[src/rtl/csa_accumulator_pkg.sv]
// Shared definitions for the carry-save streaming accumulator.
// Holds the default widths and the FSM state encoding.
package csa_accumulator_pkg;

    localparam int unsigned DEF_W  = 8;
    localparam int unsigned DEF_CW = 4;

    typedef enum logic [1:0] {
        ST_IDLE    = 2'd0,
        ST_ACCUM   = 2'd1,
        ST_RESOLVE = 2'd2,
        ST_HOLD    = 2'd3
    } state_e;

endpackage

[src/rtl/csa_accumulator_if.sv]
// Operand stream in, resolved result out; both use valid/ready handshakes.
interface csa_accumulator_if
    import csa_accumulator_pkg::*;
#(
    parameter int unsigned W  = DEF_W,
    parameter int unsigned CW = DEF_CW
);

    logic          in_valid;
    logic          in_ready;
    logic [W-1:0]  in_data;
    logic          in_last;
    logic          out_valid;
    logic          out_ready;
    logic [W-1:0]  out_sum;
    logic          out_ovf;
    logic [CW-1:0] out_cnt;

    modport master (
        output in_valid, in_data, in_last, out_ready,
        input  in_ready, out_valid, out_sum, out_ovf, out_cnt
    );

    modport slave (
        input  in_valid, in_data, in_last, out_ready,
        output in_ready, out_valid, out_sum, out_ovf, out_cnt
    );

endinterface

[src/rtl/csa_accumulator_carry_save_adder.sv]
// One row of full adders: three W-bit operands reduced to sum and carry vectors.
module carry_save_adder #(
    parameter int unsigned W = 8
) (
    input  logic [W-1:0] a,
    input  logic [W-1:0] b,
    input  logic [W-1:0] c,
    output logic [W-1:0] s,
    output logic [W-1:0] co
);

    assign s  = a ^ b ^ c;
    assign co = (a & b) | (a & c) | (b & c);

endmodule

[src/rtl/csa_accumulator.sv]
// Streaming multi-operand accumulator: beats fold into redundant sum/carry
// registers, and a single resolve cycle produces the binary total.
module csa_accumulator
    import csa_accumulator_pkg::*;
#(
    parameter int unsigned W  = DEF_W,
    parameter int unsigned CW = DEF_CW
) (
    input logic               clk,
    input logic               rst_n,
    csa_accumulator_if.slave  bus
);

    localparam logic [CW-1:0] CNT_MAX = '1;

    state_e        state_q, state_d;
    logic [W-1:0]  s_q, s_d;
    logic [W-1:0]  c_q, c_d;
    logic          ovf_q, ovf_d;
    logic [CW-1:0] cnt_q, cnt_d;
    logic [W-1:0]  out_sum_q, out_sum_d;
    logic          out_ovf_q, out_ovf_d;
    logic [CW-1:0] out_cnt_q, out_cnt_d;

    logic          in_ready;
    logic          accept;
    logic [W-1:0]  csa_s;
    logic [W-1:0]  csa_co;
    logic [W:0]    resolve_sum;

    carry_save_adder #(.W(W)) u_csa (
        .a  (s_q),
        .b  (c_q),
        .c  (bus.in_data),
        .s  (csa_s),
        .co (csa_co)
    );

    assign accept      = bus.in_valid && in_ready;
    // The only carry-propagate add; it is only consumed in RESOLVE.
    assign resolve_sum = {1'b0, s_q} + {1'b0, c_q};

    // NOTE: sequential state uses non-blocking assignments so every flop
    // samples the pre-edge values regardless of statement order.
    always_ff @(posedge clk or negedge rst_n) begin
        if (!rst_n) begin
            state_q   <= ST_IDLE;
            s_q       <= '0;
            c_q       <= '0;
            ovf_q     <= 1'b0;
            cnt_q     <= '0;
            out_sum_q <= '0;
            out_ovf_q <= 1'b0;
            out_cnt_q <= '0;
        end else begin
            state_q   <= state_d;
            s_q       <= s_d;
            c_q       <= c_d;
            ovf_q     <= ovf_d;
            cnt_q     <= cnt_d;
            out_sum_q <= out_sum_d;
            out_ovf_q <= out_ovf_d;
            out_cnt_q <= out_cnt_d;
        end
    end

    // NOTE: every combinational output gets a default first, so no path
    // through the case leaves a signal unassigned and infers a latch.
    always_comb begin
        state_d = state_q;
        unique case (state_q)
            ST_IDLE, ST_ACCUM: begin
                if (accept) begin
                    state_d = bus.in_last ? ST_RESOLVE : ST_ACCUM;
                end
            end
            ST_RESOLVE: state_d = ST_HOLD;
            ST_HOLD: begin
                if (bus.out_ready) begin
                    state_d = ST_IDLE;
                end
            end
            default: state_d = ST_IDLE;
        endcase
    end

    always_comb begin
        s_d       = s_q;
        c_d       = c_q;
        ovf_d     = ovf_q;
        cnt_d     = cnt_q;
        out_sum_d = out_sum_q;
        out_ovf_d = out_ovf_q;
        out_cnt_d = out_cnt_q;

        if (accept) begin
            s_d   = csa_s;
            // Carry weight is one bit up; the top carry has weight 2^W and only
            // contributes to overflow.
            c_d   = {csa_co[W-2:0], 1'b0};
            ovf_d = ovf_q | csa_co[W-1];
            cnt_d = (cnt_q == CNT_MAX) ? cnt_q : cnt_q + CW'(1);
        end

        if (state_q == ST_RESOLVE) begin
            out_sum_d = resolve_sum[W-1:0];
            out_ovf_d = ovf_q | resolve_sum[W];
            out_cnt_d = cnt_q;
        end

        if (state_q == ST_HOLD && bus.out_ready) begin
            s_d   = '0;
            c_d   = '0;
            ovf_d = 1'b0;
            cnt_d = '0;
        end
    end

    always_comb begin
        in_ready      = (state_q == ST_IDLE) || (state_q == ST_ACCUM);
        bus.in_ready  = in_ready;
        bus.out_valid = (state_q == ST_HOLD);
        bus.out_sum   = out_sum_q;
        bus.out_ovf   = out_ovf_q;
        bus.out_cnt   = out_cnt_q;
    end

endmodule

[src/flat_wrapper.sv]
// flat-port wrapper written by rule: the top's interface ports become plain ports
module csa_accumulator_flat import csa_accumulator_pkg::*;
#(
    parameter int unsigned W  = DEF_W,
    parameter int unsigned CW = DEF_CW
)
  (clk, rst_n, bus_in_valid, bus_in_data, bus_in_last, bus_out_ready, bus_in_ready, bus_out_valid, bus_out_sum, bus_out_ovf, bus_out_cnt);
  csa_accumulator_if #(.W(W), .CW(CW)) bus_i ();
  input logic clk;
  input logic rst_n;
  input wire logic [$bits(bus_i.in_valid)-1:0] bus_in_valid;
  input wire logic [$bits(bus_i.in_data)-1:0] bus_in_data;
  input wire logic [$bits(bus_i.in_last)-1:0] bus_in_last;
  input wire logic [$bits(bus_i.out_ready)-1:0] bus_out_ready;
  output wire logic [$bits(bus_i.in_ready)-1:0] bus_in_ready;
  output wire logic [$bits(bus_i.out_valid)-1:0] bus_out_valid;
  output wire logic [$bits(bus_i.out_sum)-1:0] bus_out_sum;
  output wire logic [$bits(bus_i.out_ovf)-1:0] bus_out_ovf;
  output wire logic [$bits(bus_i.out_cnt)-1:0] bus_out_cnt;
  assign bus_i.in_valid = bus_in_valid;
  assign bus_i.in_data = bus_in_data;
  assign bus_i.in_last = bus_in_last;
  assign bus_i.out_ready = bus_out_ready;
  assign bus_in_ready = bus_i.in_ready;
  assign bus_out_valid = bus_i.out_valid;
  assign bus_out_sum = bus_i.out_sum;
  assign bus_out_ovf = bus_i.out_ovf;
  assign bus_out_cnt = bus_i.out_cnt;
  csa_accumulator #(.W(W), .CW(CW)) u_core (.clk(clk), .rst_n(rst_n), .bus(bus_i));
endmodule
[config.mk]
export PLATFORM = sky130hd
export DESIGN_NAME = csa_accumulator_flat
export DESIGN_NICKNAME = d
export VERILOG_FILES = /design/src/rtl/csa_accumulator_pkg.sv /design/src/rtl/csa_accumulator_if.sv /design/src/rtl/csa_accumulator_carry_save_adder.sv /design/src/rtl/csa_accumulator.sv /design/src/flat_wrapper.sv
export SDC_FILE = /design/constraint.sdc
export NUM_CORES = 1
export LEC_CHECK = 0
export CAP_MARGIN = 20
export CORE_UTILIZATION = 37
export DETAILED_ROUTE_END_ITERATION = 16
export DONT_BUFFER_PORTS = 1
export MAX_ROUTING_LAYER = met4
export PLACE_DENSITY = 0.57
export SETUP_SLACK_MARGIN = 0.05
export SYNTH_ARGS = -nofsm -noshare
export SYNTH_HDL_FRONTEND = slang
export SYNTH_SLANG_ARGS = --single-unit
[constraint.sdc]
create_clock -name clk -period 1.8 [get_ports clk]
set_clock_uncertainty 0.1 [all_clocks]
set_input_delay 0 -clock clk [delete_from_list [all_inputs] [get_ports clk]]
set_output_delay 0 -clock clk [all_outputs]
set_load 0.005 [all_outputs]
* Word level (Yosys, flattened, before mapping)
Cells that the tools add are included.
Storage, ports and cells: register bits after elaboration 36, logic and storage cells 47
Operators by class: $add $sub $neg 2, eq/ne operators 7, multiplexer cells 13, bitwise gates (word level) 9, reductions and logical operators 8
Operators with widths (number):
- $mux 8 | 4
- $and 8x8->8 | 3
- $or 8x8->8 | 2
- $xor 8x8->8 | 2
- $mux 4 | 3
- $add 8x8->9 | 1
- $mux 2 | 3
- $pmux 2 s3 | 1
- $add 4x1->4 const B | 1
- $eq 2x2->1 const B | 2
- $eq 4x4->1 const B | 1
- $ne 2x2->1 const B | 2
- $reduce_and 2->1 | 2
- $eq 2x1->1 const B | 1
- $logic_and 1x1->1 | 2
- $logic_not 2->1 | 1
- $mux 1 | 2
- $ne 2x1->1 const B | 1
- $or 1x1->1 | 2
- $reduce_bool 2->1 | 1
- $reduce_or 2->1 | 1
- $logic_or 1x1->1 | 1

* Logic depth before layout (Yosys ltp)
depth in word-level cells 6, depth in mapped cells 6, depth with buffers taken out 5

* Modules after synthesis
Synthesis repeated with hierarchy kept, for this count alone.
Second synthesis, totals: cell total of the unflattened synthesis 192, area total of the unflattened synthesis 1861.8 um^2
By module, submodules not included:
- csa_accumulator | instances 1, cells an instance 184, area each 1701.6 um^2, seq. area each 875.8 um^2
- carry_save_adder | instances 1, cells an instance 8, area each 160.2 um^2, seq. area each 0.0 um^2

* Worst setup path before layout
Ideal clock, no wire load.
path kind reg2reg, from register u_core.c_q[2], to register u_core.out_ovf_q, in the netlist u_core.bus.out_ovf, data arrival time 1.295 ns, data required time 1.566 ns, setup slack 0.271 ns, stages on the path, launching flop included 6, buffers on the path 0, clock period less this slack 1.529 ns, cell sequence dfrtp_1 ha_1 a211oi_1 o21bai_1 o21ai_0 a21oi_1
Between the ends: cells in the longest elaborated chain, start to end 2
Ends and longest elaborated chain:
- start, declared | RTL line csa_accumulator.sv:18 | logic [W-1:0] c_q, c_d;
- start signal, assigned | RTL line csa_accumulator.sv:49 | c_q <= '0;
- start signal, assigned | RTL line csa_accumulator.sv:58 | c_q <= c_d;
- $add 8x8->9 | RTL line csa_accumulator.sv:41 | assign resolve_sum = {1'b0, s_q} + {1'b0, c_q};
- $or 1x1->1 | RTL line csa_accumulator.sv:107 | out_ovf_d = ovf_q | resolve_sum[W];
- end signal, assigned | RTL line csa_accumulator.sv:62 | out_ovf_q <= out_ovf_d;
- end, declared | RTL line csa_accumulator.sv:22 | logic out_ovf_q, out_ovf_d;
No other way between the ends. A chain may end at the register's enable or synchronous reset.

* Worst setup path in the final report
Same ends and word-level chain as after synthesis.

==> impl_metrics.yaml <==
outcome:
  outcome: "completed"
floorplan:
  core_mm2: 0.00488
  die_h_um: 74.2
  num_io_pins: 28
  dieWidth_um: 74.2
  initial_utilization_pct: 39.5
  die_area_mm2: 0.00551
  row_count: 25
clocking:
  post-cts-setup-buffer-count: 0
  numCtsBuffers: 5
  cts.path.max_buffers: 2
  clk_pin_slew_ns: 0.07
  clk_latency_ns: 0.28
  root_buffer: "clkbuf_8"
  tritoncts: "built"
  cts_htree_levels: 2
  clkSinkCount: 35
logic_synthesis:
  synth-seq-cells: 35
  avgSynthCellArea_um2: 9.14
  synth_xor_area_share_pct: 2.72
  synth_compound_area_share_pct: 13.7
  syn-cell-area_mm2: 0.00193
  syn-instance-count: 211
  synth.net_count: 241
  ys_seq_area_share_pct: 45.4
  yosysTopAreaCell: "dfrtp_1"
  yosysWarnings: 0
  synth-adder-area-share_pct: 13.7
  yosysTopAreaCellShare_pct: 45.4
  synth-simple-area-share_pct: 17.2
  ys_types: 35
  synth_mux_area_share_pct: 0.519
  synth_top_family_by_area: "simple AND/OR/NAND/NOR gates"
  synthTopCellsByArea: "dfrtp_1, fa_1, nor2_1, ha_1, nand2_1"
setup_path:
  critPathSlowestCell: "dfrtp_1"
  critPathCaptureType: "register"
  path_cells: "ha_1 -> a211oi_1 -> o21bai_1 -> o21ai_0 -> a21oi_1"
  cpPeakStageDelay_ns: 0.39
  worstSetupStartpointType: "register"
  worstPathRequired_ns: 1.86
  cp_max_fo: 4
  path_class: "reg2reg"
  cp.arrival_ns: 1.71
place:
  globalplace.congestion: 0.810
  hpwl_um: 2650
  place.port_buffers: 0
  place_inst: 275
cells_and_area:
  final_common_cell: "dfrtp_1"
  multi_input_area_um2: 927
  diodes: 0
  nets: 255
  fillers: 495
  final_cell_mix: "dfrtp_1, nor2_1, nand2_1"
  area_growth_pct: 16.0
  final_cells: 293
  drive_gt1_share_pct: 8.85
  regArea_um2: 876
grt:
  grt_util_met3_pct: 4.88
  grt_use_met2_pct: 26.4
  grt_antenna_before_repair: 0
  grt.overflow.total: 0
  track_usage_pct: 17.0
  grt_most_used_layer: "met2"
  grt_pass1_vias: 1410
  grt_pass1_wl_um: 6670
  use_met1_pct: 21.9
  grt_max_degree: 36
sta:
  fmax_ghz: 0.606
  min_period_over_period_pct: 91.6
  min_period_ns: 1.65
  slew-limit-headroom_pct: 66.8
  drv_slew: 0
  tns_ns: 0
  tightest_slew_ns: 0.485
  rsz0062_at_grt: "yes"
  hold_viol_final: 0
  setup_viol: 0
routing:
  finalWirelength_um: 3760
  drtAntennaViolNets: 0
  drc: 0
  dr.pass1.iters: 4
  avgRoutedWirePerCell_um: 12.8
  dr.first_iter.drc_count: 64
  vias: 1409
  viasPerCell: 4.81
min_path:
  hold_class: "in2reg"
pwr:
  power_density_mw_per_mm2: 1560
  vdd_drop_max_mv: 0.671
  power.leakage_nw: 1.06
flow_run:
  maxCapViolCount: 0
==> kinds of logic after synthesis <==
family	count (synthesis)
compound gates	42
xor+xnor	6
fa+ha+maj	17
buf+inv	31
flops	35
mux	1
simple gates	79
==> path summary, 6_finish.rpt <==
path | startpoint | end | slack, ns | cells past startpoint
setup / recovery | u_core.c_q[2]$_DFFE_PN0P_ | u_core.bus.out_ovf$_DFFE_PN0N_ | 0.15 | 5
hold / removal | bus_in_valid | u_core.c_q[7]$_DFFE_PN0P_ | 0.009 | 3
setup reg to reg | u_core.c_q[2]$_DFFE_PN0P_ | u_core.bus.out_ovf$_DFFE_PN0N_ | 0.15 | 5
hold reg to reg | u_core.bus.out_cnt[0]$_DFFE_PN0N_ | u_core.bus.out_cnt[0]$_DFFE_PN0N_ | 0.40 | 2
max in group asynchronous | rst_n | u_core.s_q[2]$_DFFE_PN0P_ | 1.34 | 2
min in group asynchronous | rst_n | u_core.s_q[1]$_DFFE_PN0P_ | 0.07 | 2
==> layout make-up <==
cell class                 count  share of cell area [%]
inverter                      22                    3.69
sequential                    35                    39.1
tap                           67                    3.75
clock inverter                 3                    1.96
timing repair buffer          16                    6.94
clock buffer                   5                    3.08
multi-input combinational    145                    41.4
==> state kept, by name, indices dropped and copies added, names as in the netlist <==
signal              count
u_core.cnt_q            4
u_core.ovf_q            1
u_core.bus.out_ovf      1
u_core.bus.out_cnt      4
u_core.bus.out_sum      8
u_core.state_q          2
u_core.s_q              8
u_core.c_q              7
==> power by group <==
group | switching, mW | internal, mW | leakage [nW] | total (mW)
Combinational | 0.801 | 0.617 | 0.546 | 1.42
Clock | 0.295 | 0.412 | 0.0581 | 0.707
Sequential | 0.276 | 1.10 | 0.454 | 1.37
Total | 1.37 | 2.13 | 1.06 | 3.50
==> critical path, delay by kind of cell (launching register included) <==
family / cells / cell delay [ns]
AO/OA/AOI/OAI: 4 / 0.68
flip-flops: 1 / 0.39
adder cells (fa/ha/maj): 1 / 0.36
==> metrics by stage <==
step,power [mW],area (um2),setup WS (ns),hold slack (ns),utilization (%)
floorplan,2.41,1930,0.271,-0.396,-
global placement,2.73,2010,0.187,-0.395,41.2
detailed placement,2.76,2010,0.157,-0.394,41.2
CTS,3.55,2230,0.144,0.00711,45.8
global route,3.89,2240,0.0428,0.0144,45.8
finish,3.50,2240,0.151,0.00872,45.8
==> repair_timing <==
item	in CTS	in global routing
hold buffers	10	0
setup endpoints to repair	0	2
gates resized for setup	0	1
endpoints found under the hold margin	41	0
==> cells in the mapped netlist, drive strengths merged <==
| cell | number |
|---|---|
| buf | 7 |
| mux2i | 1 |
| a31o | 1 |
| nand4 | 1 |
| a2111oi | 1 |
| nor3 | 1 |
| inv | 22 |
| a21o | 1 |
| o21ai | 9 |
| and3 | 1 |
| o211a | 1 |
| nand4b | 1 |
| clkbuf | 2 |
| dfrtp | 35 |
| nand2 | 30 |
| a21oi | 20 |
| fa | 7 |
| a211oi | 4 |
| o221a | 1 |
| ha | 10 |
| a311oi | 1 |
| o21bai | 1 |
| nand3 | 4 |
| xor2 | 2 |
| nand3b | 1 |
| nand2b | 3 |
| o211ai | 1 |
| a31oi | 1 |
| xnor2 | 4 |
| nor2 | 34 |
| nor2b | 2 |
| and2 | 1 |
==> metal layers <==
layer  up-vias  wire length, um
met4         0               44
met5         -                0
li1        711                -
met1       669             1840
met3         6              163
met2        23             1710
Power figures use the tool's default switching activity.
